===== config.mk =====
export PLATFORM = sky130hd
export DESIGN_NAME = xgmii_rs_fault
export DESIGN_NICKNAME = d
export VERILOG_FILES = /design/src/rtl/xgmii_rs_fault_pkg.sv /design/src/rtl/xgmii_rs_fault_seq_detect.sv /design/src/rtl/xgmii_rs_fault.sv
export SDC_FILE = /design/constraint.sdc
export NUM_CORES = 1
export LEC_CHECK = 0
export CORE_MARGIN = 5
export CORE_UTILIZATION = 35
export DETAILED_ROUTE_END_ITERATION = 10
export PLACE_DENSITY = 0.78
export REMOVE_ABC_BUFFERS = 1
export SKIP_LAST_GASP = 1
export SLEW_MARGIN = 20
export SYNTH_ARGS = -nofsm -noshare
export SYNTH_HDL_FRONTEND = slang
export SYNTH_SLANG_ARGS = --single-unit

===== constraint.sdc =====
create_clock -name clk156 -period 5 [get_ports clk156]
set_clock_uncertainty 0.2 [all_clocks]
set_input_delay 1 -clock clk156 [delete_from_list [all_inputs] [get_ports clk156]]
set_output_delay 1 -clock clk156 [all_outputs]
set_load 0.05 [all_outputs]

===== src/rtl/xgmii_rs_fault_pkg.sv =====
// Shared encodings and XGMII byte/word constants for the reconciliation-sublayer
// link fault block.
package xgmii_rs_fault_pkg;

    typedef enum logic [1:0] {
        LF_OK     = 2'b00,
        LF_LOCAL  = 2'b01,
        LF_REMOTE = 2'b10
    } link_fault_e;

    localparam logic [7:0] SEQ_BYTE    = 8'h9C;
    localparam logic [7:0] LOCAL_BYTE  = 8'h01;
    localparam logic [7:0] REMOTE_BYTE = 8'h02;
    localparam logic [7:0] IDLE_BYTE   = 8'h07;

    localparam logic [63:0] IDLE_WORD = {8{IDLE_BYTE}};
    localparam logic [7:0]  IDLE_CTRL = 8'hFF;

    // A detected local fault is answered by signalling remote fault to the peer.
    localparam logic [63:0] RF_SEQ_WORD = {2{REMOTE_BYTE, 8'h00, 8'h00, SEQ_BYTE}};
    localparam logic [7:0]  RF_SEQ_CTRL = 8'h11;

endpackage


===== src/rtl/xgmii_rs_fault_seq_detect.sv =====
// Classifies one 32-bit XGMII column as a local/remote fault sequence ordered set
// or as a non-sequence column.
module xgmii_seq_detect
    import xgmii_rs_fault_pkg::*;
(
    input  logic [31:0] col_data,
    input  logic [3:0]  col_ctrl,
    output logic        seq_valid,
    output link_fault_e seq_type
);

    logic seq_frame;

    // NOTE: every output of a combinational block gets a default first so no latch is inferred.
    always_comb begin
        seq_valid = 1'b0;
        seq_type  = LF_LOCAL;
        seq_frame = (col_ctrl == 4'b0001) && (col_data[7:0] == SEQ_BYTE) &&
                    (col_data[15:8] == 8'h00) && (col_data[23:16] == 8'h00);
        if (seq_frame && col_data[31:24] == LOCAL_BYTE) begin
            seq_valid = 1'b1;
            seq_type  = LF_LOCAL;
        end else if (seq_frame && col_data[31:24] == REMOTE_BYTE) begin
            seq_valid = 1'b1;
            seq_type  = LF_REMOTE;
        end
    end

endmodule


===== src/rtl/xgmii_rs_fault.sv =====
// XGMII reconciliation-sublayer link fault detection with fault-driven transmit override.
// Two columns per cycle are folded through the fault counters, lower column first.
module xgmii_rs_fault
    import xgmii_rs_fault_pkg::*;
#(
    parameter int COL_CNT_MAX    = 128,
    parameter int SEQ_CNT_THRESH = 4
) (
    input  logic        clk156,
    input  logic        rst_n,
    input  logic [63:0] xgmii_rxd,
    input  logic [7:0]  xgmii_rxc,
    input  logic [63:0] mac_txd,
    input  logic [7:0]  mac_txc,
    input  logic        override_en,
    output logic [63:0] xgmii_txd,
    output logic [7:0]  xgmii_txc,
    output logic [1:0]  link_fault,
    output logic        fault_change
);

    localparam int CW = $clog2(COL_CNT_MAX + 1);
    localparam int SW = $clog2(SEQ_CNT_THRESH + 1);
    localparam logic [CW-1:0] COL_MAX = CW'(COL_CNT_MAX);
    localparam logic [SW-1:0] SEQ_MAX = SW'(SEQ_CNT_THRESH);

    typedef struct packed {
        link_fault_e   fault;
        link_fault_e   seq_type;
        logic [SW-1:0] seq_cnt;
        logic [CW-1:0] col_cnt;
    } rs_state_t;

    function automatic rs_state_t step(rs_state_t s, logic valid, link_fault_e typ);
        rs_state_t n;
        n = s;
        if (valid) begin
            n.col_cnt = '0;
            if (typ == s.seq_type) begin
                if (s.seq_cnt != SEQ_MAX) n.seq_cnt = s.seq_cnt + 1'b1;
            end else begin
                n.seq_type = typ;
                n.seq_cnt  = SW'(1);
            end
        end else if (s.col_cnt != COL_MAX) begin
            n.col_cnt = s.col_cnt + 1'b1;
        end
        if (n.col_cnt == COL_MAX) begin
            n.seq_cnt = '0;
            n.fault   = LF_OK;
        end else if (n.seq_cnt == SEQ_MAX) begin
            n.fault = n.seq_type;
        end
        return n;
    endfunction

    logic        lo_valid, hi_valid;
    link_fault_e lo_type, hi_type;
    rs_state_t   state_q, state_d, state_mid;
    logic        fault_change_q, fault_change_d;
    logic [63:0] txd_q, txd_d;
    logic [7:0]  txc_q, txc_d;

    xgmii_seq_detect u_det_lo (
        .col_data  (xgmii_rxd[31:0]),
        .col_ctrl  (xgmii_rxc[3:0]),
        .seq_valid (lo_valid),
        .seq_type  (lo_type)
    );

    xgmii_seq_detect u_det_hi (
        .col_data  (xgmii_rxd[63:32]),
        .col_ctrl  (xgmii_rxc[7:4]),
        .seq_valid (hi_valid),
        .seq_type  (hi_type)
    );

    always_comb begin
        state_mid      = step(state_q, lo_valid, lo_type);
        state_d        = step(state_mid, hi_valid, hi_type);
        fault_change_d = (state_d.fault != state_q.fault);
        txd_d          = mac_txd;
        txc_d          = mac_txc;
        // Override keys off the already-registered fault so switching lands on a cycle boundary.
        if (override_en && state_q.fault == LF_LOCAL) begin
            txd_d = RF_SEQ_WORD;
            txc_d = RF_SEQ_CTRL;
        end else if (override_en && state_q.fault == LF_REMOTE) begin
            txd_d = IDLE_WORD;
            txc_d = IDLE_CTRL;
        end
    end

    // NOTE: sequential state uses non-blocking assignments so every flop samples pre-edge values.
    always_ff @(posedge clk156) begin
        if (!rst_n) begin
            state_q.fault    <= LF_OK;
            state_q.seq_type <= LF_LOCAL;
            state_q.seq_cnt  <= '0;
            state_q.col_cnt  <= '0;
            fault_change_q   <= 1'b0;
            txd_q            <= IDLE_WORD;
            txc_q            <= IDLE_CTRL;
        end else begin
            state_q        <= state_d;
            fault_change_q <= fault_change_d;
            txd_q          <= txd_d;
            txc_q          <= txc_d;
        end
    end

    assign link_fault   = state_q.fault;
    assign fault_change = fault_change_q;
    assign xgmii_txd    = txd_q;
    assign xgmii_txc    = txc_q;

endmodule


After elaboration in Yosys (flattened, before gate mapping)
Cells that the tools add are included.
{"block": "classes", "n_addsub": 4, "eq_ne": 21, "muxes": 29, "n_bitwise": 1, "n_reduce_logical": 18}
{"op": "2-to-1 mux 59 bit", "n": 2}
{"op": "2-to-1 mux 8 bit", "n": 6}
{"op": "equality test 8 bit (second input constant)", "n": 4}
{"op": "zero test 8 bit", "n": 4}
{"op": "2-to-1 mux 2 bit", "n": 10}
{"op": "adder 8 x 1 -> 8 bit (second input constant)", "n": 2}
{"op": "equality test 8 x 1 -> 1 bit (second input constant)", "n": 2}
{"op": "equality test 8 x 2 -> 1 bit (second input constant)", "n": 2}
{"op": "inequality test 8 bit (second input constant)", "n": 2}
{"op": "2-to-1 mux 3 bit", "n": 5}
{"op": "logical AND 1 bit", "n": 12}
{"op": "2-to-1 mux 5 bit", "n": 2}
{"op": "equality test 4 x 1 -> 1 bit (second input constant)", "n": 2}
{"op": "adder 3 x 1 -> 3 bit (second input constant)", "n": 2}
{"op": "equality test 3 bit (second input constant)", "n": 2}
{"op": "inequality test 3 bit (second input constant)", "n": 2}
{"op": "equality test 2 bit", "n": 2}
{"op": "2-to-1 mux 1 bit", "n": 4}
{"op": "OR reduction 3 bit", "n": 1}
{"op": "equality test 2 x 1 -> 1 bit (second input constant)", "n": 1}
{"op": "equality test 2 bit (second input constant)", "n": 1}
{"op": "inequality test 2 bit", "n": 1}
{"op": "OR reduction 2 bit", "n": 1}
{"op": "NOT 1 bit", "n": 1}
{"block": "totals", "register_bits": 88, "in_bits": 147, "output_inout_bits": 75, "wordCells": 82}

Longest topological paths before layout
{"block": "logic_depth", "ltp_word": 19, "ltp_mapped": 20, "mapped_depth_nobuf": 19}

Hierarchy
Synthesis repeated with hierarchy kept, for this count alone.
{"block": "hier_totals", "cells_unflattened": 378, "hier_area_um2": 3733.6}
{"mod": "xgmii_rs_fault", "instances": 1, "cells_per_inst": 346, "area_per_inst_um2": 3498.4, "seq_area_each_um2": 1761.7}
{"mod": "xgmii_seq_detect", "instances": 2, "cells_per_inst": 16, "area_per_inst_um2": 117.6, "seq_area_each_um2": 0.0}

Worst setup path after synthesis
No wires, ideal clock.
{"block": "synth_timing", "path_kind": "input -> register", "from": "input port xgmii_rxd[12]", "to": "register fault_change_q (netlist: fault_change)", "setup_ps": 120, "t_arrival_ps": 4555, "required_ps": 4680, "path_slack_ps": 125, "cell_stages": 19, "path_buffers": 2, "cell_sequence": "nor4_1 -> nand3_1 -> nor3_1 -> clkbuf_1 -> nor2_1 -> inv_1 -> ha_1 -> o221ai_1 -> or3_1 -> clkbuf_1 -> nand2_1 -> ha_1 -> o211ai_1 -> a31o_1 -> o2bb2ai_1 -> nor4_4 -> mux2i_1 -> xor2_1 -> a21oi_1"}
{"block": "synth_via", "elab_chain_cells": 18, "elab_cells_between_ends": 35, "cone_classes": "add/sub (2); eq/ne (9); mux (19); reduce/logical (5)"}
{"element": "from (decl)", "line": "xgmii_rs_fault.sv:11", "rtl": "input logic [63:0] xgmii_rxd,"}
{"element": "zero test 8 bit (*)", "line": "xgmii_rs_fault_seq_detect.sv:19", "rtl": "(col_data[15:8] == 8'h00) && (col_data[23:16] == 8'h00);"}
{"element": "logical AND 1 bit (*)", "line": "xgmii_rs_fault_seq_detect.sv:18", "rtl": "seq_frame = (col_ctrl == 4'b0001) && (col_data[7:0] == SEQ_BYTE) &&"}
{"element": "logical AND 1 bit (*)", "line": "xgmii_rs_fault_seq_detect.sv:19"}
{"element": "logical AND 1 bit", "line": "xgmii_rs_fault_seq_detect.sv:23", "rtl": "end else if (seq_frame && col_data[31:24] == REMOTE_BYTE) begin"}
{"element": "2-to-1 mux 2 bit", "line": "xgmii_rs_fault_seq_detect.sv:23"}
{"element": "2-to-1 mux 2 bit", "line": "xgmii_rs_fault_seq_detect.sv:20", "rtl": "if (seq_frame && col_data[31:24] == LOCAL_BYTE) begin"}
{"element": "equality test 2 bit", "line": "xgmii_rs_fault.sv:39", "rtl": "if (typ == s.seq_type) begin"}
{"element": "2-to-1 mux 3 bit", "line": "xgmii_rs_fault.sv:39"}
{"element": "[2 not listed]"}
{"element": "adder 3 x 1 -> 3 bit / inequality test 3 bit (equally long branches)", "line": "xgmii_rs_fault.sv:40", "rtl": "if (s.seq_cnt != SEQ_MAX) n.seq_cnt = s.seq_cnt + 1'b1;"}
{"element": "2-to-1 mux 3 bit", "line": "xgmii_rs_fault.sv:40"}
{"element": "2-to-1 mux 3 bit", "line": "xgmii_rs_fault.sv:39"}
{"element": "2-to-1 mux 5 bit", "line": "xgmii_rs_fault.sv:37", "rtl": "if (valid) begin"}
{"element": "equality test 3 bit", "line": "xgmii_rs_fault.sv:51", "rtl": "end else if (n.seq_cnt == SEQ_MAX) begin"}
{"element": "2-to-1 mux 2 bit", "line": "xgmii_rs_fault.sv:51"}
{"element": "2-to-1 mux 2 bit (*)", "line": "xgmii_rs_fault.sv:48", "rtl": "if (n.col_cnt == COL_MAX) begin"}
{"element": "inequality test 2 bit (*)", "line": "xgmii_rs_fault.sv:81", "rtl": "fault_change_d = (state_d.fault != state_q.fault);"}
{"element": "to (signal assigned)", "line": "xgmii_rs_fault.sv:106", "rtl": "fault_change_q <= fault_change_d;"}
{"element": "to (decl)", "line": "xgmii_rs_fault.sv:60", "rtl": "logic fault_change_q, fault_change_d;"}
Mark *: on every way between the ends. The rest lies on a longest branch, timed or not.
A chain may end at the register's enable or synchronous reset.

Worst setup path in the final report
{"block": "layout_timing", "from": "input port xgmii_rxd[16]", "to": "register fault_change_q (netlist: fault_change)"}
{"block": "layout_via", "elab_chain_cells": 17, "elab_cells_between_ends": 34, "cone_classes": "add/sub (2); eq/ne (9); mux (19); reduce/logical (4)"}
{"element": "zero test 8 bit (*)", "line": "xgmii_rs_fault_seq_detect.sv:19"}
{"element": "logical AND 1 bit (*)", "line": "xgmii_rs_fault_seq_detect.sv:19"}
{"element": "logical AND 1 bit", "line": "xgmii_rs_fault_seq_detect.sv:23"}
{"element": "2-to-1 mux 2 bit", "line": "xgmii_rs_fault_seq_detect.sv:23"}
{"element": "2-to-1 mux 2 bit", "line": "xgmii_rs_fault_seq_detect.sv:20"}
{"element": "equality test 2 bit", "line": "xgmii_rs_fault.sv:39"}
{"element": "2-to-1 mux 3 bit", "line": "xgmii_rs_fault.sv:39"}
{"element": "2-to-1 mux 5 bit", "line": "xgmii_rs_fault.sv:37"}
{"element": "2-to-1 mux 3 bit", "line": "xgmii_rs_fault.sv:48"}
{"element": "adder 3 x 1 -> 3 bit / inequality test 3 bit (equally long branches)", "line": "xgmii_rs_fault.sv:40"}
{"element": "2-to-1 mux 3 bit", "line": "xgmii_rs_fault.sv:40"}
{"element": "2-to-1 mux 3 bit", "line": "xgmii_rs_fault.sv:39"}
{"element": "2-to-1 mux 5 bit", "line": "xgmii_rs_fault.sv:37"}
{"element": "equality test 3 bit", "line": "xgmii_rs_fault.sv:51"}
{"element": "2-to-1 mux 2 bit", "line": "xgmii_rs_fault.sv:51"}
{"element": "2-to-1 mux 2 bit (*)", "line": "xgmii_rs_fault.sv:48"}
{"element": "inequality test 2 bit (*)", "line": "xgmii_rs_fault.sv:81"}
Marks and branches as above.

==> out/summary.txt <==
Clock Power Share -> 29.9%
Crit path kind -> input port to flip-flop
Routability congestion estimate from global placement -> 0.836
Biggest area contributors in the synthesized netlist -> dfxtp_1 (45%), and2_1 (5.9%), o21a_1 (5.2%)
Final period util -> 94.3%
Unrepaired setup endpoints after global routing -> no
Total Wirelength -> 12700 um
Crit-path slowest cell -> clkdlybuf4s50_1
Initial Util -> 35.8%
Number of nets in the layout -> 795
Placed inst area -> 0.00636 mm2
Yosys warns -> 0
Post-synthesis cell type count -> 65
Hold_sp -> link_fault[1]$_SDFF_PN0_
Drt pass-1 iters -> 5
Final hold vios -> 0
Setup violators final -> 0
Storage element area -> 0.00176 mm2
CP delay by family, top -> simple AND/OR/NAND/NOR gates
Worst Path Max Fanout -> 4
Placed instance count -> 769
Post-synthesis async set-or-reset flop share -> 0%
Worst slew pin tran -> 0.695 ns
Largest net degree at the start of global routing -> 41
Synth Flop Type -> dfxtp_1
CTS buffer count -> 9
Avg WL per Cell -> 16.1 um
DR vias/cell -> 4.93
Pwr/cell area -> 249 mW/mm2
Worst Hold Path Cells -> 2
Relative slew slack -> 53.5%
Clock sink total -> 88
Status -> completed
Post-DRT Antenna Nets -> 0
Sequential share of power -> 45.9%
Seq/Total Area, Yosys -> 45.2%
Crit. End Element -> flip-flop
Clock Tree Buf Depth -> 2
Synth top area share -> 45.2%
Mapped Cells -> 406
Number of buffers added on ports -> 221
Vias -> 3874
Hpwl dp -> 10400 um
Clock Latency Late Sink -> 0.36 ns
Critical R2R Capture -> fault_change$_SDFF_PN0_
LEAKAGE -> 2.53 nW
CTS tree -> built
Worst-path cell chain -> clkdlybuf4s50_1 -> nor4b_4 -> nand4_4 -> or3_1 -> nand2_1 -> ha_1 -> o221ai_1 -> or3_1 -> nand2_1 -> ha_2 -> o211ai_1 -> buf_4 -> nor2_1 -> o22ai_1 -> nor4_4 -> mux2i_2 -> xor2_1 -> a21oi_1
CP bufs+invs -> 2
R2R depth -> 19
Psw -> 0.498 mW
Final setup margin -> 0.287 ns
Die Y-Extent -> 116 um
Avg Inst Size Synth -> 9.60 um2
# rows -> 38
Setup TNS -> 0 ns
Area of the mapped netlist -> 0.00390 mm2
Vias in the first global route -> 4005
Fin crit period -> 4.71 ns
N_diodes -> 0
Die footprint -> 0.0133 mm2
Required time worst endpoint -> 5.05 ns
Most area-hungry cell type in the Yosys netlist -> dfxtp_1
Internal Pwr Total -> 1.14 mW
Reg2reg setup slack -> 0.65 ns
WHS Endpoint -> fault_change$_SDFF_PN0_
Number of synthesized flops with an enable pin -> 0
First-iteration detailed-routing DRC count -> 159
Hold buffer count at cts -> 0
Worst path max stage delay -> 0.45 ns
Max cap viols -> 0
Fmax -> 0.212 GHz
Peak supply drop -> 0.216 mV
Register bit total from synthesis -> 88
Max-slew violations -> 0
Fraction of layout instances using a drive strength above 1 -> 9.13%
Crit path DAT -> 4.77 ns
Finished Layout Cells -> 786
R2R Path Start -> state_q[0]$_SDFF_PN0_
Fillcell total -> 942
Crit start category -> input port
H-tree levels -> 3
Layout Utilization -> 60.5%
Most numerous cell in the Yosys netlist -> dfxtp_1
Core ar. -> 0.0109 mm2
Clock-pin slew on the worst setup and hold paths -> 0.10 ns
Power share of the combinational group -> 24.2%
Sw frac -> 30.4%
Multi-input combinational cell area -> 0.00202 mm2
Initial antenna violation count -> 0
Die X -> 116 um
Clock Tree Root -> clkbuf_8
Pre-CTS setup slack -> -0.138 ns
Design area -> 0.00659 mm2
First-pass GRT wire length -> 19500 um
Total track usage -> 18.7%
Grt total ovfl -> 0
DR DRC count -> 0
Synth cell count leaders -> dfxtp_1 (88), and2_1 (37), nand2_1 (34)
Syn-to-layout area delta -> 69.1%
Top Ports -> 222
Hold Crit Class -> flip-flop to flip-flop
-- registers in the layout (all words and copies together) (netlist names) --
register	cells
state_q	13
fault_change	1
link_fault	2
xgmii_txd	64
xgmii_txc	8
-- worst reg2reg max path, delay by kind of cell, from the launching register on --
family | cells | cell delay, ns
mux | 2 | 0.51
simple gates | 5 | 0.85
flops | 1 | 0.40
buf+inv | 3 | 0.43
compound gates | 4 | 0.80
xor+xnor | 3 | 0.65
fa+ha+maj | 2 | 0.43
-- through the flow --
step / hold slack, ns / total power [mW]
after floorplan: 0.490 / 0.958
after global placement: 0.461 / 1.16
after detailed placement: 0.454 / 1.17
after CTS: 0.473 / 1.66
after global routing: 0.564 / 1.71
final: 0.479 / 1.64
-- power by group through the flow --
stage	Combinational (mW)	Sequential [mW]	Clock, mW
final	0.397	0.752	0.490
after floorplan	0.0786	0.879	0
after detailed placement	0.397	0.769	0
after CTS	0.399	0.753	0.505
after global routing	0.421	0.757	0.531
after global placement	0.391	0.768	0
-- how the worst max path moves through the flow --
| stage | from | cells past startpoint | endpoint | slack, ns |
|---|---|---|---|---|
| 2_1_floorplan | xgmii_rxd[12] | 17 | fault_change$_SDFF_PN0_ | -0.07 |
| 3_3_place_gp | xgmii_rxd[9] | 17 | fault_change$_SDFF_PN0_ | 0.05 |
| 3_5_place_dp | xgmii_rxd[9] | 17 | fault_change$_SDFF_PN0_ | -0.14 |
| 4_1_cts | xgmii_rxd[9] | 17 | fault_change$_SDFF_PN0_ | 0.25 |
| 5_1_grt | xgmii_rxd[16] | 18 | fault_change$_SDFF_PN0_ | 0.006 |
| 6_report | xgmii_rxd[16] | 18 | fault_change$_SDFF_PN0_ | 0.29 |
-- placed cells by master (no fill, tap or decap), types with 6 or more instances in the layout --
cell type / instances
nand3_1: 7
clkdlybuf4s50_1: 221
xor2_1: 9
and2_1: 37
nand2_1: 34
dfxtp_1: 88
xnor2_1: 9
nor2_1: 22
ha_1: 6
o21a_1: 27
nand2b_1: 11
a21oi_1: 7
nor3_1: 12
buf_4: 22
nor4_1: 12
inv_1: 16
clkbuf_8: 10
-- layout make-up --
type                    count  area share, %
clock inverters             6          0.893
multi-input cells         283           30.6
repair buffers            243           36.1
clock buffers              10           2.09
flip-flops and latches     88           26.7
inverters                  16          0.912
well taps                 140           2.66
-- routing by layer --
layer	track usage (%)	vias to the layer above	part of all wire [%]
met5	0	-	0
met4	7.82	0	2.8
met3	7.83	25	9.5
met2	33.8	154	53
met1	18.9	1800	35
li1	-	1895	-
-- cell families (layout without fill, tap and decap cells) --
family                     Yosys count  in the layout  synth area share (%)
and+or+nand+nor                    173            173                  27.6
buffers and inverters               35            275                  3.79
DFF                                 88             88                  45.2
xor gates and xnor gates            18             18                  4.05
adders and majority gates            7              7                  2.25
muxes                                7              7                  1.83
AOI/OAI and AO/OA                   78             78                  15.2
-- repair_timing --
action | CTS | global route
endpoints found under the setup margin | 0 | 1
resized for setup | 0 | 4
buffers inserted | 0 | 1
(Power assumes the default switching activity.)
